<file path="config.mk">
export PLATFORM = sky130hd
export DESIGN_NAME = hv_efuse_load_ctrl
export DESIGN_NICKNAME = d
export VERILOG_FILES = /design/src/rtl/hv_efuse_load_ctrl_pkg.sv /design/src/rtl/hv_efuse_tmr.sv /design/src/rtl/hv_efuse_load_ctrl.sv
export SDC_FILE = /design/constraint.sdc
export NUM_CORES = 1
export LEC_CHECK = 0
export BUFFER_PORTS_ARGS = -buffer_cell sky130_fd_sc_hd__buf_2
export CAP_MARGIN = 20
export CELL_PAD_IN_SITES_DETAIL_PLACEMENT = 0
export CELL_PAD_IN_SITES_GLOBAL_PLACEMENT = 1
export CORE_MARGIN = 5
export CORE_UTILIZATION = 38
export CTS_CLUSTER_SIZE = 20
export DETAILED_ROUTE_END_ITERATION = 7
export GPL_TIMING_DRIVEN = 0
export HOLD_SLACK_MARGIN = 0.02
export PLACE_DENSITY = 0.72
export SETUP_SLACK_MARGIN = 0.05
export SLEW_MARGIN = 40
export SYNTH_ARGS = -nofsm -noshare
export SYNTH_HDL_FRONTEND = slang
export SYNTH_SLANG_ARGS = --single-unit
export TNS_END_PERCENT = 20
</file>
<file path="constraint.sdc">
create_clock -name i_clk -period 1.7 [get_ports i_clk]
set_input_delay 0 -clock i_clk [delete_from_list [all_inputs] [get_ports i_clk]]
set_output_delay 0 -clock i_clk [all_outputs]
set_load 0.02 [all_outputs]
</file>
<file path="src/rtl/hv_efuse_load_ctrl_pkg.sv">
// Shared HV eFuse load parameters and FSM state encoding.
package hv_efuse_load_ctrl_pkg;

   localparam int unsigned DEF_WORD_NUM  = 8;
   localparam int unsigned DEF_DATA_W    = 8;
   localparam int unsigned DEF_ADDR_W    = 3;
   localparam int unsigned DEF_SETUP_CYC = 2;
   localparam int unsigned DEF_STRB_CYC  = 4;

   typedef enum logic [2:0] {
      ST_IDLE,
      ST_SETUP,
      ST_STRB,
      ST_CAPT,
      ST_CHECK,
      ST_DONE
   } efuse_st_e;

endpackage

</file>
<file path="src/rtl/hv_efuse_tmr.sv">
// Phase down-counter for the eFuse load sequencer; expire is high while the count is zero.
module hv_efuse_tmr #(
   parameter int unsigned W = 2
) (
   input  logic         clk,
   input  logic         rst,
   input  logic         load,
   input  logic [W-1:0] load_val,
   output logic         tmr_expire
);

   logic [W-1:0] cnt;

   always_ff @(posedge clk or posedge rst) begin
      if (rst) begin
         cnt <= '0;
      end else if (load) begin
         cnt <= load_val;
      end else if (cnt != '0) begin
         cnt <= cnt - W'(1);
      end
   end

   assign tmr_expire = (cnt == '0);

endmodule

</file>
<file path="src/rtl/hv_efuse_load_ctrl.sv">
// HV eFuse load sequencer: reads all words, mirrors them into the register file, checks XOR checksum.
// Optional macro EFUSE_LOAD_RETRY_EN adds a single automatic reload on checksum failure.
module hv_efuse_load_ctrl
   import hv_efuse_load_ctrl_pkg::*;
#(
   parameter int unsigned EFUSE_WORD_NUM = DEF_WORD_NUM,
   parameter int unsigned EFUSE_DATA_W   = DEF_DATA_W,
   parameter int unsigned EFUSE_ADDR_W   = DEF_ADDR_W,
   parameter int unsigned SETUP_CYC      = DEF_SETUP_CYC,
   parameter int unsigned STRB_CYC       = DEF_STRB_CYC
) (
   input  logic                    i_clk,
   input  logic                    i_rst,
   input  logic                    i_efuse_load_req,
   input  logic                    i_efuse_abort,
   output logic                    o_efuse_load_done,
   output logic                    o_efuse_busy,
   output logic                    o_efuse_csb,
   output logic                    o_efuse_rden,
   output logic [EFUSE_ADDR_W-1:0] o_efuse_addr,
   input  logic [EFUSE_DATA_W-1:0] i_efuse_rdata,
   output logic                    o_reg_wr_en,
   output logic [EFUSE_ADDR_W-1:0] o_reg_wr_addr,
   output logic [EFUSE_DATA_W-1:0] o_reg_wr_data,
   output logic                    o_efuse_vld,
   output logic                    o_efuse_crc_err
);

   localparam int unsigned TMR_MAX = (SETUP_CYC > STRB_CYC) ? SETUP_CYC : STRB_CYC;
   localparam int unsigned TMR_W   = (TMR_MAX > 1) ? $clog2(TMR_MAX) : 1;
   localparam logic [TMR_W-1:0] SETUP_VAL = TMR_W'(SETUP_CYC - 1);
   localparam logic [TMR_W-1:0] STRB_VAL  = TMR_W'(STRB_CYC - 1);
   localparam logic [EFUSE_ADDR_W-1:0] LAST_ADDR = EFUSE_ADDR_W'(EFUSE_WORD_NUM - 1);

   efuse_st_e               state;
   logic [EFUSE_DATA_W-1:0] acc;
   logic                    tmr_load;
   logic [TMR_W-1:0]        tmr_val;
   logic                    tmr_expire;
`ifdef EFUSE_LOAD_RETRY_EN
   logic                    retry;
`endif

   // Timer is reloaded on every entry to SETUP or STRB; idle states keep it primed.
   always_comb begin
      tmr_load = 1'b0;
      tmr_val  = SETUP_VAL;
      case (state)
         ST_IDLE, ST_CAPT, ST_CHECK: tmr_load = 1'b1;
         ST_SETUP: begin
            if (tmr_expire) begin
               tmr_load = 1'b1;
               tmr_val  = STRB_VAL;
            end
         end
         default: tmr_load = 1'b0;
      endcase
   end

   hv_efuse_tmr #(.W(TMR_W)) u_tmr (
      .clk        (i_clk),
      .rst        (i_rst),
      .load       (tmr_load),
      .load_val   (tmr_val),
      .tmr_expire (tmr_expire)
   );

   always_ff @(posedge i_clk or posedge i_rst) begin
      if (i_rst) begin
         state             <= ST_IDLE;
         acc               <= '0;
         o_efuse_load_done <= 1'b0;
         o_efuse_busy      <= 1'b0;
         o_efuse_csb       <= 1'b1;
         o_efuse_rden      <= 1'b0;
         o_efuse_addr      <= '0;
         o_reg_wr_en       <= 1'b0;
         o_reg_wr_addr     <= '0;
         o_reg_wr_data     <= '0;
         o_efuse_vld       <= 1'b0;
         o_efuse_crc_err   <= 1'b0;
`ifdef EFUSE_LOAD_RETRY_EN
         retry             <= 1'b0;
`endif
      end else begin
         o_reg_wr_en       <= 1'b0;
         o_efuse_load_done <= 1'b0;
         if (i_efuse_abort && state != ST_IDLE) begin
            state        <= ST_IDLE;
            o_efuse_busy <= 1'b0;
            o_efuse_csb  <= 1'b1;
            o_efuse_rden <= 1'b0;
         end else begin
            case (state)
               ST_IDLE: begin
                  if (i_efuse_load_req) begin
                     state           <= ST_SETUP;
                     o_efuse_busy    <= 1'b1;
                     o_efuse_csb     <= 1'b0;
                     o_efuse_addr    <= '0;
                     acc             <= '0;
                     o_efuse_vld     <= 1'b0;
                     o_efuse_crc_err <= 1'b0;
`ifdef EFUSE_LOAD_RETRY_EN
                     retry           <= 1'b0;
`endif
                  end
               end
               ST_SETUP: begin
                  if (tmr_expire) begin
                     state        <= ST_STRB;
                     o_efuse_rden <= 1'b1;
                  end
               end
               ST_STRB: begin
                  if (tmr_expire) begin
                     state        <= ST_CAPT;
                     o_efuse_rden <= 1'b0;
                  end
               end
               ST_CAPT: begin
                  o_reg_wr_en   <= 1'b1;
                  o_reg_wr_addr <= o_efuse_addr;
                  o_reg_wr_data <= i_efuse_rdata;
                  if (o_efuse_addr == LAST_ADDR) begin
                     state       <= ST_CHECK;
                     o_efuse_csb <= 1'b1;
                  end else begin
                     acc          <= acc ^ i_efuse_rdata;
                     o_efuse_addr <= o_efuse_addr + EFUSE_ADDR_W'(1);
                     state        <= ST_SETUP;
                  end
               end
               ST_CHECK: begin
                  // wr_data still holds the checksum word captured in the preceding CAPT.
                  if (acc == o_reg_wr_data) begin
                     o_efuse_vld       <= 1'b1;
                     o_efuse_load_done <= 1'b1;
                     state             <= ST_DONE;
`ifdef EFUSE_LOAD_RETRY_EN
                  end else if (!retry) begin
                     retry        <= 1'b1;
                     acc          <= '0;
                     o_efuse_addr <= '0;
                     o_efuse_csb  <= 1'b0;
                     state        <= ST_SETUP;
`endif
                  end else begin
                     o_efuse_crc_err   <= 1'b1;
                     o_efuse_load_done <= 1'b1;
                     state             <= ST_DONE;
                  end
               end
               ST_DONE: begin
                  state        <= ST_IDLE;
                  o_efuse_busy <= 1'b0;
               end
               default: state <= ST_IDLE;
            endcase
         end
      end
   end

endmodule

</file>
==> metrics.csv <==
metric,value,unit
detailed placement HPWL,2.77,mm
total vias in the final route,1339,
1st-iter DRT viols,83,
Rel. slew slack,0.597,
ANT nets after route,0,
"top cells by area, synth","dfrtp_1, mux2_1, o211ai_2",
height of the die,77.5,um
post-synthesis compound-gate area fraction,0.155,
RSZ-0062 raised after global routing,true,
adder-cell share of the synthesized area,0.0217,
Final Hold Vio Count,0,
power share of the sequential group,0.400,
"Distinct cells, synth",41,
Layout Nets,220,
dpl cells,237,
Fin Clk Skew,0.00193,ns
Static Leak,1.04,nW
initial antenna violation count,0,
GRT Total Usage,0.147,
synth warn,0,
status,"complete, no violations",
Design Power,3.34,mW
Worst Path Max Fanout,5,
synthesis-to-finish area growth,28.5,%
CTS Buf Count,5,
Max Cap Viol,0,
fin area,0.00222,sq mm
# setup viols final,0,
number of fill cells in the layout,419,
CTS tree,yes,
CP Capture Type,register,
clock sinks,34,
drt first pass iters,4,
Fin Hold WS,0.0757,ns
post-route insts no fill,258,
DIE AREA,0.00601,sq mm
Post-Route Setup TNS,0,ns
critical path arrival,1.86,ns
"Reg clk slew, reported paths",0.07,ns
Max Transition Viols Final,0,
#FFs+latches synth,34,
global-route wire length before repair,7.04,mm
DP Worst Slack,-0.00706,ns
Post-DP Area,0.00199,sq mm
Clock Power Share,0.184,
Critical Path RT,1.92,ns
clock latency at the later pin of the worst-skew pair,0.29,ns
grt total ovfl,0,
Root Buffer,clkbuf_8,
Initial Utilization,0.395,
Synth Area in Simple Gates,0.112,
Critical Setup Path Class,reg2reg,
Power Internal,2.03,mW
syn_area_per_cell,11.3,sq um
"Seq/Total Area, Yosys",0.492,
Mapped Cells,153,
H-tree lvl count,2,
main combinational cell family by area after synthesis,compound AO/OA/AOI/OAI gates,
Comb pwr share,0.416,
num rows,24,
ANT cells,0,
syn_nets,168,
top cell type's share of synthesized area,0.477,
largest net degree at the start of global routing,35,
Avg WL per Cell,15.7,um
Longest Clk Path Bufs,2,
IO buf count,32,
fmax,0.608,GHz
Die W,77.5,um
switching power,1.31,mW
core region area,0.00438,sq mm
post-route minimum period,1.65,ns
PnR worst setup slack,0.0544,ns
"area leader, netlist",dfrtp_1,
worst-margin pin slew,0.605,ns
Finished Core Util,0.507,
Power Density,1500,mW/mm^2
gpl congestion,0.787,
vias in the first global route,1455,
mux cell area share after synthesis,0.0838,
Vias/cell,5.19,
drt drc,0,
HP Class,in2reg,
share of layout cells above drive strength 1,0.364,
switch share,0.392,
drt total wl,4.06,mm
# IOs,33,
Worst Setup Start Kind,register,
maximum VDD drop,0.794,mV
post-synthesis cell area,0.00173,sq mm
post-synthesis xor/xnor area fraction,0.0860,
Final period util,0.968,
==> state kept, by name, summed over array words and instances, names as in the netlist <==
register / cells
o_reg_wr_addr: 3
o_efuse_vld: 1
state: 3
o_reg_wr_data: 8
o_efuse_crc_err: 1
u_tmr.cnt: 2
o_efuse_addr: 3
o_efuse_load_done: 1
o_efuse_csb: 1
o_reg_wr_en: 1
o_efuse_rden: 1
o_efuse_busy: 1
acc: 8
==> per-layer routing <==
layer,up-vias,track usage,part of all wire
met5,-,0,0
met4,0,0.0464,0.019
met3,7,0.0544,0.056
met2,33,0.241,0.47
met1,659,0.179,0.45
li1,640,-,-
==> power groups by stage <==
stage / sequential, mW / combinational [mW] / clock, mW
global route: 1.37 / 1.54 / 0.666
CTS: 1.32 / 1.40 / 0.641
global placement: 1.32 / 1.31 / 0
detailed placement: 1.34 / 1.36 / 0
finish: 1.33 / 1.39 / 0.615
floorplan: 1.48 / 0.824 / 0
==> area by class of cell <==
cell class,instances,area (sq um),share of cell area
Buffer,10,60.1,0.0270
Multi-Input combinational cell,101,842,0.379
Tap cell,52,65.1,0.0292
Sequential cell,34,855,0.384
Timing Repair Buffer,45,280,0.126
Clock inverter,1,5.00,0.00225
Inverter,8,31.3,0.0141
Clock buffer,7,86.3,0.0388
==> Yosys cell counts <==
cell type	instances
or3_1	1
buf_2	6
nand2b_1	3
ha_1	3
clkbuf_1	1
a22o_1	2
nor2_1	9
o32ai_1	1
xnor2_1	9
nand3_1	1
mux2_2	1
o21ai_2	1
xor2_1	8
o31ai_2	1
o31ai_1	1
o21a_1	1
a31oi_1	1
nor3b_2	1
o21ai_0	4
a21o_1	1
and3_1	2
and2_1	2
dfstp_2	1
nor2_2	2
buf_4	3
mux2_1	11
nand2_1	6
a21oi_1	5
a311o_1	1
and4bb_1	1
o21ai_1	2
a311oi_1	2
o211ai_2	8
inv_1	6
nand4_1	3
nor3_1	4
inv_2	2
a2bb2oi_1	1
nor2b_1	1
dfrtp_1	33
mux2i_1	1
==> placed cells by master, fill, tap and decap left out, types with 2 or more instances in the layout <==
cell type and count:
o21ai_1 2, mux2_1 11, o211ai_2 8, nand4_1 3, buf_4 6, a21oi_1 5
xnor2_1 9, clkbuf_1 2, clkinv_2 2, xor2_1 8, inv_1 5, o21ai_0 4
nand2b_1 3, nor3_1 4, and3_1 2, dfrtp_2 2, a311oi_1 2, nand2_1 6
buf_2 38, dlygate4sd3_1 9, and2_1 2, inv_2 2, a22o_1 2, dfrtp_1 31
ha_4 2, nor2_1 9, clkbuf_8 6
==> kinds of logic (layout without fill, tap and decap cells) <==
family | after synthesis | in the layout
AO/OA/AOI/OAI | 32 | 32
multiplexers | 13 | 13
adder cells (fa/ha/maj) | 3 | 3
buffers and inverters | 18 | 71
flip-flops | 34 | 34
XOR/XNOR | 17 | 17
AND/OR/NAND/NOR | 36 | 36
==> critical path, stage by stage, from the launching register on <==
cell and delay (ns):
dfrtp_2 0.43, ha_4 0.17, ha_4 0.15, and4bb_1 0.30
buf_6 0.16, o211ai_2 0.08, xor2_1 0.17, nor2_1 0.12
==> path summary, 6_finish.rpt <==
path | start | end | slack, ns | cells after the start
min in group asynchronous | i_rst | o_efuse_crc_err$_DFFE_PP0P_ | 0.32 | 3
hold / removal | i_efuse_abort | o_efuse_vld$_DFFE_PP0P_ | 0.08 | 3
max in group asynchronous | i_rst | o_efuse_addr[0]$_DFFE_PP0P_ | 0.97 | 3
setup reg to reg | o_efuse_addr[0]$_DFFE_PP0P_ | acc[3]$_DFFE_PP0P_ | 0.05 | 7
hold reg to reg | o_reg_wr_addr[2]$_DFFE_PP0P_ | o_reg_wr_addr[2]$_DFFE_PP0P_ | 0.49 | 1
setup / recovery | o_efuse_addr[0]$_DFFE_PP0P_ | acc[3]$_DFFE_PP0P_ | 0.05 | 7
==> what timing repair did <==
| action | CTS | global route |
|---|---|---|
| resized for setup | 3 | 2 |
| pin swaps | 2 | 4 |
| setup buffers | 3 | 0 |
| hold buffers | 8 | 1 |
| hold endpoints to repair | 41 | 1 |
| endpoints found under the setup margin | 14 | 19 |
| cloned | 1 | 0 |
(Power assumes the default switching activity.)
